`src/rtl/axi_lite_pkg.sv`:
```
// Shared response codes, FSM state types and register offsets for the AXI-Lite register slave.
package axi_lite_pkg;

    localparam logic [1:0] RESP_OKAY   = 2'd0;
    localparam logic [1:0] RESP_SLVERR = 2'd2;

    localparam logic [3:0] REG0_OFFSET = 4'h0;
    localparam logic [3:0] REG1_OFFSET = 4'h4;
    localparam logic [3:0] REG2_OFFSET = 4'h8;
    localparam logic [3:0] REG3_OFFSET = 4'hC;

    typedef enum logic [1:0] {
        W_IDLE,
        W_COMMIT,
        W_RESP
    } wr_state_t;

    typedef enum logic {
        R_IDLE,
        R_DATA
    } rd_state_t;

endpackage

```
`src/rtl/axi_lite_reg_decode.sv`:
```
// Combinational address decode: byte address -> register index, in-map flag, writable flag.
module axi_lite_reg_decode
    import axi_lite_pkg::*;
#(
    parameter int unsigned ADDR_WIDTH = 8,
    parameter int unsigned BASE_ADDR  = 0
) (
    input  logic [ADDR_WIDTH-1:0] i_addr,
    output logic [1:0]            o_index,
    output logic                  o_valid,
    output logic                  o_writable
);

    logic [ADDR_WIDTH:0] w_offset;
    logic                w_in_range;
    logic                w_unused_lsb;

    // One extra bit so an address below BASE_ADDR can never alias into the map.
    assign w_offset   = {1'b0, i_addr} - (ADDR_WIDTH + 1)'(BASE_ADDR);
    assign w_in_range = ({1'b0, i_addr} >= (ADDR_WIDTH + 1)'(BASE_ADDR)) &&
                        (w_offset[ADDR_WIDTH:4] == '0);

    assign o_valid    = w_in_range && (i_addr[1:0] == 2'b00);
    assign o_index    = w_offset[3:2];
    assign o_writable = o_valid &&
                        ((w_offset[3:0] == REG0_OFFSET) || (w_offset[3:0] == REG1_OFFSET));

    assign w_unused_lsb = ^w_offset[1:0];

endmodule

```
`src/rtl/axi_lite_reg_slave.sv`:
```
// AXI4-Lite slave with two RW registers, a sum register and a write counter.
// Write and read channels are fully independent, one transaction outstanding on each.
module axi_lite_reg_slave
    import axi_lite_pkg::*;
#(
    parameter int unsigned DATA_WIDTH = 32,
    parameter int unsigned ADDR_WIDTH = 8,
    parameter int unsigned RESP_WIDTH = 3,
    parameter int unsigned BASE_ADDR  = 0
) (
    input  logic                    s_axi_aclk,
    input  logic                    s_axi_areset,
    input  logic [ADDR_WIDTH-1:0]   s_axi_awaddr,
    input  logic                    s_axi_awvalid,
    output logic                    s_axi_awready,
    input  logic [DATA_WIDTH-1:0]   s_axi_wdata,
    input  logic [DATA_WIDTH/8:0]   s_axi_wstrb,
    input  logic                    s_axi_wvalid,
    output logic                    s_axi_wready,
    output logic [RESP_WIDTH-1:0]   s_axi_bresp,
    output logic                    s_axi_bvalid,
    input  logic                    s_axi_bready,
    input  logic [ADDR_WIDTH-1:0]   s_axi_araddr,
    input  logic                    s_axi_arvalid,
    output logic                    s_axi_arready,
    output logic [DATA_WIDTH-1:0]   s_axi_rdata,
    output logic [RESP_WIDTH-1:0]   s_axi_rresp,
    output logic                    s_axi_rvalid,
    input  logic                    s_axi_rready
);

    localparam int unsigned STRB_WIDTH = DATA_WIDTH / 8;
    localparam logic [RESP_WIDTH-1:0] RESP_OK  = RESP_WIDTH'(RESP_OKAY);
    localparam logic [RESP_WIDTH-1:0] RESP_ERR = RESP_WIDTH'(RESP_SLVERR);

    wr_state_t r_wr_state, w_wr_state_next;
    rd_state_t r_rd_state, w_rd_state_next;

    logic                  r_aw_done, r_w_done;
    logic [ADDR_WIDTH-1:0] r_awaddr;
    logic [DATA_WIDTH-1:0] r_wdata;
    logic [STRB_WIDTH-1:0] r_wstrb;
    logic [RESP_WIDTH-1:0] r_bresp;
    logic [DATA_WIDTH-1:0] r_reg0, r_reg1, r_wr_count;
    logic [DATA_WIDTH-1:0] r_rdata;
    logic [RESP_WIDTH-1:0] r_rresp;

    logic                  w_aw_hs, w_w_hs, w_b_hs, w_ar_hs, w_r_hs;
    logic [1:0]            w_aw_idx, w_ar_idx;
    logic                  w_aw_valid, w_aw_writable, w_ar_valid, w_ar_writable;
    logic [DATA_WIDTH-1:0] w_wr_base, w_wr_merged, w_rd_value;
    logic                  w_unused_bits;

    assign s_axi_awready = (r_wr_state == W_IDLE) && !r_aw_done;
    assign s_axi_wready  = (r_wr_state == W_IDLE) && !r_w_done;
    assign s_axi_bvalid  = (r_wr_state == W_RESP);
    assign s_axi_bresp   = r_bresp;
    assign s_axi_arready = (r_rd_state == R_IDLE);
    assign s_axi_rvalid  = (r_rd_state == R_DATA);
    assign s_axi_rdata   = r_rdata;
    assign s_axi_rresp   = r_rresp;

    assign w_aw_hs = s_axi_awvalid && s_axi_awready;
    assign w_w_hs  = s_axi_wvalid && s_axi_wready;
    assign w_b_hs  = s_axi_bvalid && s_axi_bready;
    assign w_ar_hs = s_axi_arvalid && s_axi_arready;
    assign w_r_hs  = s_axi_rvalid && s_axi_rready;

    axi_lite_reg_decode #(
        .ADDR_WIDTH (ADDR_WIDTH),
        .BASE_ADDR  (BASE_ADDR)
    ) u_aw_decode (
        .i_addr     (r_awaddr),
        .o_index    (w_aw_idx),
        .o_valid    (w_aw_valid),
        .o_writable (w_aw_writable)
    );

    axi_lite_reg_decode #(
        .ADDR_WIDTH (ADDR_WIDTH),
        .BASE_ADDR  (BASE_ADDR)
    ) u_ar_decode (
        .i_addr     (s_axi_araddr),
        .o_index    (w_ar_idx),
        .o_valid    (w_ar_valid),
        .o_writable (w_ar_writable)
    );

    // ---------------- write channel ----------------
    always_ff @(posedge s_axi_aclk) begin
        if (s_axi_areset) begin
            r_wr_state <= W_IDLE;
        end else begin
            r_wr_state <= w_wr_state_next;
        end
    end

    always_comb begin
        w_wr_state_next = r_wr_state;
        unique case (r_wr_state)
            W_IDLE: begin
                if ((r_aw_done || w_aw_hs) && (r_w_done || w_w_hs)) begin
                    w_wr_state_next = W_COMMIT;
                end
            end
            W_COMMIT: w_wr_state_next = W_RESP;
            W_RESP: begin
                if (w_b_hs) begin
                    w_wr_state_next = W_IDLE;
                end
            end
            default: w_wr_state_next = W_IDLE;
        endcase
    end

    always_ff @(posedge s_axi_aclk) begin
        if (s_axi_areset) begin
            r_aw_done <= 1'b0;
            r_w_done  <= 1'b0;
            r_awaddr  <= '0;
            r_wdata   <= '0;
            r_wstrb   <= '0;
        end else begin
            if (w_aw_hs) begin
                r_awaddr  <= s_axi_awaddr;
                r_aw_done <= 1'b1;
            end
            if (w_w_hs) begin
                r_wdata  <= s_axi_wdata;
                r_wstrb  <= s_axi_wstrb[STRB_WIDTH-1:0];
                r_w_done <= 1'b1;
            end
            if (w_b_hs) begin
                r_aw_done <= 1'b0;
                r_w_done  <= 1'b0;
            end
        end
    end

    always_comb begin
        w_wr_base   = (w_aw_idx == REG1_OFFSET[3:2]) ? r_reg1 : r_reg0;
        w_wr_merged = w_wr_base;
        for (int i = 0; i < STRB_WIDTH; i++) begin
            if (r_wstrb[i]) begin
                w_wr_merged[8*i +: 8] = r_wdata[8*i +: 8];
            end
        end
    end

    always_ff @(posedge s_axi_aclk) begin
        if (s_axi_areset) begin
            r_reg0     <= '0;
            r_reg1     <= '0;
            r_wr_count <= '0;
            r_bresp    <= '0;
        end else if (r_wr_state == W_COMMIT) begin
            if (w_aw_writable) begin
                if (w_aw_idx == REG0_OFFSET[3:2]) begin
                    r_reg0 <= w_wr_merged;
                end else begin
                    r_reg1 <= w_wr_merged;
                end
                r_wr_count <= r_wr_count + 1'b1;
                r_bresp    <= RESP_OK;
            end else begin
                r_bresp <= RESP_ERR;
            end
        end
    end

    // ---------------- read channel ----------------
    always_ff @(posedge s_axi_aclk) begin
        if (s_axi_areset) begin
            r_rd_state <= R_IDLE;
        end else begin
            r_rd_state <= w_rd_state_next;
        end
    end

    always_comb begin
        w_rd_state_next = r_rd_state;
        unique case (r_rd_state)
            R_IDLE: begin
                if (w_ar_hs) begin
                    w_rd_state_next = R_DATA;
                end
            end
            R_DATA: begin
                if (w_r_hs) begin
                    w_rd_state_next = R_IDLE;
                end
            end
            default: w_rd_state_next = R_IDLE;
        endcase
    end

    // Samples registered state, so a read landing on the commit edge sees the pre-write value.
    always_comb begin
        w_rd_value = '0;
        case ({w_ar_idx, 2'b00})
            REG0_OFFSET: w_rd_value = r_reg0;
            REG1_OFFSET: w_rd_value = r_reg1;
            REG2_OFFSET: w_rd_value = r_reg0 + r_reg1;
            REG3_OFFSET: w_rd_value = r_wr_count;
            default:     w_rd_value = '0;
        endcase
    end

    always_ff @(posedge s_axi_aclk) begin
        if (s_axi_areset) begin
            r_rdata <= '0;
            r_rresp <= '0;
        end else if (w_ar_hs) begin
            if (w_ar_valid) begin
                r_rdata <= w_rd_value;
                r_rresp <= RESP_OK;
            end else begin
                r_rdata <= '0;
                r_rresp <= RESP_ERR;
            end
        end
    end

    assign w_unused_bits = ^{s_axi_wstrb[STRB_WIDTH], w_aw_valid, w_ar_writable};

endmodule

```
`config.mk`:
```
export PLATFORM = sky130hd
export DESIGN_NAME = axi_lite_reg_slave
export DESIGN_NICKNAME = d
export VERILOG_FILES = /design/src/rtl/axi_lite_pkg.sv /design/src/rtl/axi_lite_reg_decode.sv /design/src/rtl/axi_lite_reg_slave.sv
export SDC_FILE = /design/constraint.sdc
export NUM_CORES = 1
export LEC_CHECK = 0
export CAP_MARGIN = 10
export CORE_MARGIN = 2
export CORE_UTILIZATION = 50
export CTS_CLUSTER_SIZE = 28
export DETAILED_ROUTE_END_ITERATION = 8
export GPL_TIMING_DRIVEN = 0
export PLACE_DENSITY = 0.72
export SLEW_MARGIN = 40
export SYNTH_ARGS = -nofsm -noshare
export SYNTH_HDL_FRONTEND = slang
export SYNTH_SLANG_ARGS = --single-unit
```
`constraint.sdc`:
```
create_clock -name s_axi_aclk -period 6.1 [get_ports s_axi_aclk]
set_input_delay 1.83 -clock s_axi_aclk [delete_from_list [all_inputs] [get_ports s_axi_aclk]]
set_output_delay 1.83 -clock s_axi_aclk [all_outputs]
set_load 0.05 [all_outputs]
```
==> reports/metrics.csv <==
metric,value,unit
total global-route track usage,27.5,%
Rows,51,
core area,0.0193,mm^2
CTS max path bufs,2,
P per Cell Area,221,mW/mm^2
Setup crit start,s_axi_arvalid,
CP arrival,4.34,ns
H-Tree Depth,4,
initial core utilization,50.5,%
Sinks on Clock Net,179,
"Slew Viols, Final",0,
CTS tree,yes,
CP startpoint kind,input port,
# placed instances,1626,
Num CTS Buffers,17,
Setup crit end,s_axi_rdata[15],
Die W,144,um
Final Hold Viols,0,
Post-synth EDFFs,0,
Non-Filler Instances,1658,
"critical path fanouts, max",10,
Layout fillers,1795,
Clock Skews,0.0110,ns
DRC viols,0,
Final nets,1473,
min-delay worst type,flip-flop to flip-flop,
period utilization,65.3,%
"Seq/Total Area, Yosys",36.8,%
max_cap viols,0,
Seq cells post-synth,179,
dpl hpwl,21.4,mm
unrepaired setup endpoints after global routing,no,
Stages on worst setup path,9,
setup TNS,0,ns
Syn Area/Cell,7.71,um^2
worst r2r src,r_reg1[0],
Area growth syn-to-layout,19.1,%
vias in the first global route,8493,
dominant synthesized flop cell,dfxtp_1,
CP endpoint kind,flip-flop,
initial antenna violation count,0,
critical path type,input port to flip-flop,
fmax,251,MHz
Die ar.,0.0206,mm^2
largest net degree at the start of global routing,18,
total global routing overflow,0,
synthesized instance count,1263,
Yosys Warn Count,0,
die height,144,um
post-CTS setup buffer count,0,
post-layout min period,3.98,ns
DRT antenna net count,0,
placer congestion estimate,0.953,
Netlist cell types,71,
Max rail drop VDD,0.195,mV
status,"complete, no violations",
Reg2Reg Depth,11,
leak pwr,4.39,nW
Avg WL per Cell,16.9,um
final core utilization,60.2,%
CP max stage delay,0.59,ns
worst skew pair latency,0.44,ns
Root Driver,clkbuf_16,
Antenna Cells,0,
"CTS clk-pin slew, worst paths",0.06,ns
Port Buf Inserts,95,
Ports,103,
Slew @ Worst Pin,0.846,ns
Final Total Pwr,2.56,mW
Mapped Area,0.00974,mm^2
critical path's slowest cell,clkdlybuf4s50_1,
layout cells sized above 1,5.31,%
Async SR Flop Fraction,0,%
DRT Pass-1 Iters,5,
first-pass GRT wire length,44.1,mm
Via Count,9274,
Setup Viol. Count Final,0,
DRT iter0 DRCs,924,
"Largest delay share family, worst path",buffers and inverters,
# resized after CTS,0,
vias per cell,5.59,
reg-to-reg critical path endpoint,s_axi_rdata[30],
crit-path cells,clkdlybuf4s50_1 > nand2_1 > nor4_1 > buf_2 > buf_2 > o21ai_0 > a21oi_1 > o21ai_0 > a21oi_1,
relative slew slack,43.6,%
Total Routed Length,28.0,mm
# hold bufs at CTS,0,
CP Buf/Inv Count,3,
Required @ worst endpoint,6.46,ns
slack of the worst reg-to-reg path,3.06,ns
synthesized netlist by cell type (15+ instances only):
master / count / area share, %
a21oi_1: 179 / 9.2
nand3_1: 19 / 0.98
xor2_1: 33 / 3.0
o211ai_1: 16 / 1.2
clkbuf_1: 54 / 2.1
xnor2_1: 18 / 1.6
nor2_1: 74 / 2.9
a21o_1: 19 / 1.5
o21ai_0: 71 / 3.6
dfxtp_1: 179 / 37
and3_1: 19 / 1.2
ha_1: 32 / 4.1
inv_1: 15 / 0.58
mux2i_1: 62 / 6.4
nand2_1: 314 / 12
logic make-up after synthesis:
family	share of synthesized area [%]
xor gates and xnor gates	4.59
muxes	7.67
adders and majority gates	4.32
and+or+nand+nor	21.3
AOI/OAI and AO/OA	21.2
other	0.0385
buffers and inverters	4.11
DFF	36.8
layout make-up:
class | count | area (um^2) | share of cell area, %
Inverter | 15 | 56.3 | 0.485
Timing Repair Buffer | 95 | 951 | 8.20
Buffer | 79 | 344 | 2.97
Tap cell | 265 | 332 | 2.86
Clock inverter | 13 | 116 | 1.00
Sequential cell | 179 | 3580 | 30.9
Multi-Input combinational cell | 993 | 5760 | 49.7
Clock buffer | 19 | 453 | 3.90
tightest hold or removal path: stages, from the launching register on:
cell,delay [ns]
dfxtp_1,0.31
nand2_1,0.05
a21oi_1,0.05
stage by stage:
step	hold WS (ns)	worst slack, ns	area [um^2]
2_1_floorplan	0.436	2.75	9750
3_3_place_gp	0.440	1.70	11000
3_5_place_dp	0.444	1.69	11000
4_1_cts	0.454	2.14	11600
5_1_grt	0.474	1.95	11600
6_report	0.451	2.12	11600
how the worst min path moves through the flow:
stage	to	slack, ns	start	depth (start not counted)
finish	s_axi_rdata[14]	0.45	s_axi_rdata[14]	2
CTS	s_axi_rdata[8]	0.45	s_axi_rdata[8]	2
global placement	s_axi_rdata[8]	0.44	s_axi_rdata[8]	2
floorplan	r_awaddr[6]	0.44	r_awaddr[6]	2
global route	r_wdata[8]	0.47	r_wdata[8]	2
detailed placement	s_axi_rdata[8]	0.44	s_axi_rdata[8]	2
placed cells by master (no fill, tap or decap), types with 5 or more instances in the layout:
cell type        count
nand4_1              6
nor2b_1             10
inv_6                5
dfxtp_1            179
mux2i_1             62
clkbuf_16           17
nor2_1              74
nand2_1            314
a32o_1               8
nand2b_1             5
a21oi_1            179
a211oi_1             6
a31oi_1              6
xor2_1              33
nand3_1             19
nor3_1              13
inv_1               15
a21o_1              19
ha_1                32
and2_1               8
xnor2_1             18
and3_1              19
or3_1                6
o21a_1               6
clkbuf_1            54
clkdlybuf4s50_1     95
buf_4                6
o21ai_0             71
o211ai_1            16
buf_2               13
layer usage:
metal / up-vias / GRT usage [%] / part of all wire (%)
met5: - / 0 / 0
li1: 4603 / - / -
met2: 342 / 42.1 / 44
met3: 50 / 3.70 / 6.2
met1: 4279 / 40.2 / 48
met4: 0 / 8.62 / 2.3
power breakdown:
group,switching [mW],internal [mW]
Sequential,0.0222,1.20
Clock,0.515,0.557
Combinational,0.173,0.0977
Total,0.711,1.85
sequential cells by signal, indices dropped and copies added (netlist names):
name,cells
s_axi_rdata,32
s_axi_bresp,1
r_reg1,32
r_aw_done,1
r_reg0,32
s_axi_rresp,1
r_w_done,1
r_wdata,32
r_wstrb,4
s_axi_rvalid,1
r_awaddr,8
r_wr_count,32
r_wr_state,2
Power figures use the tool's default switching activity.
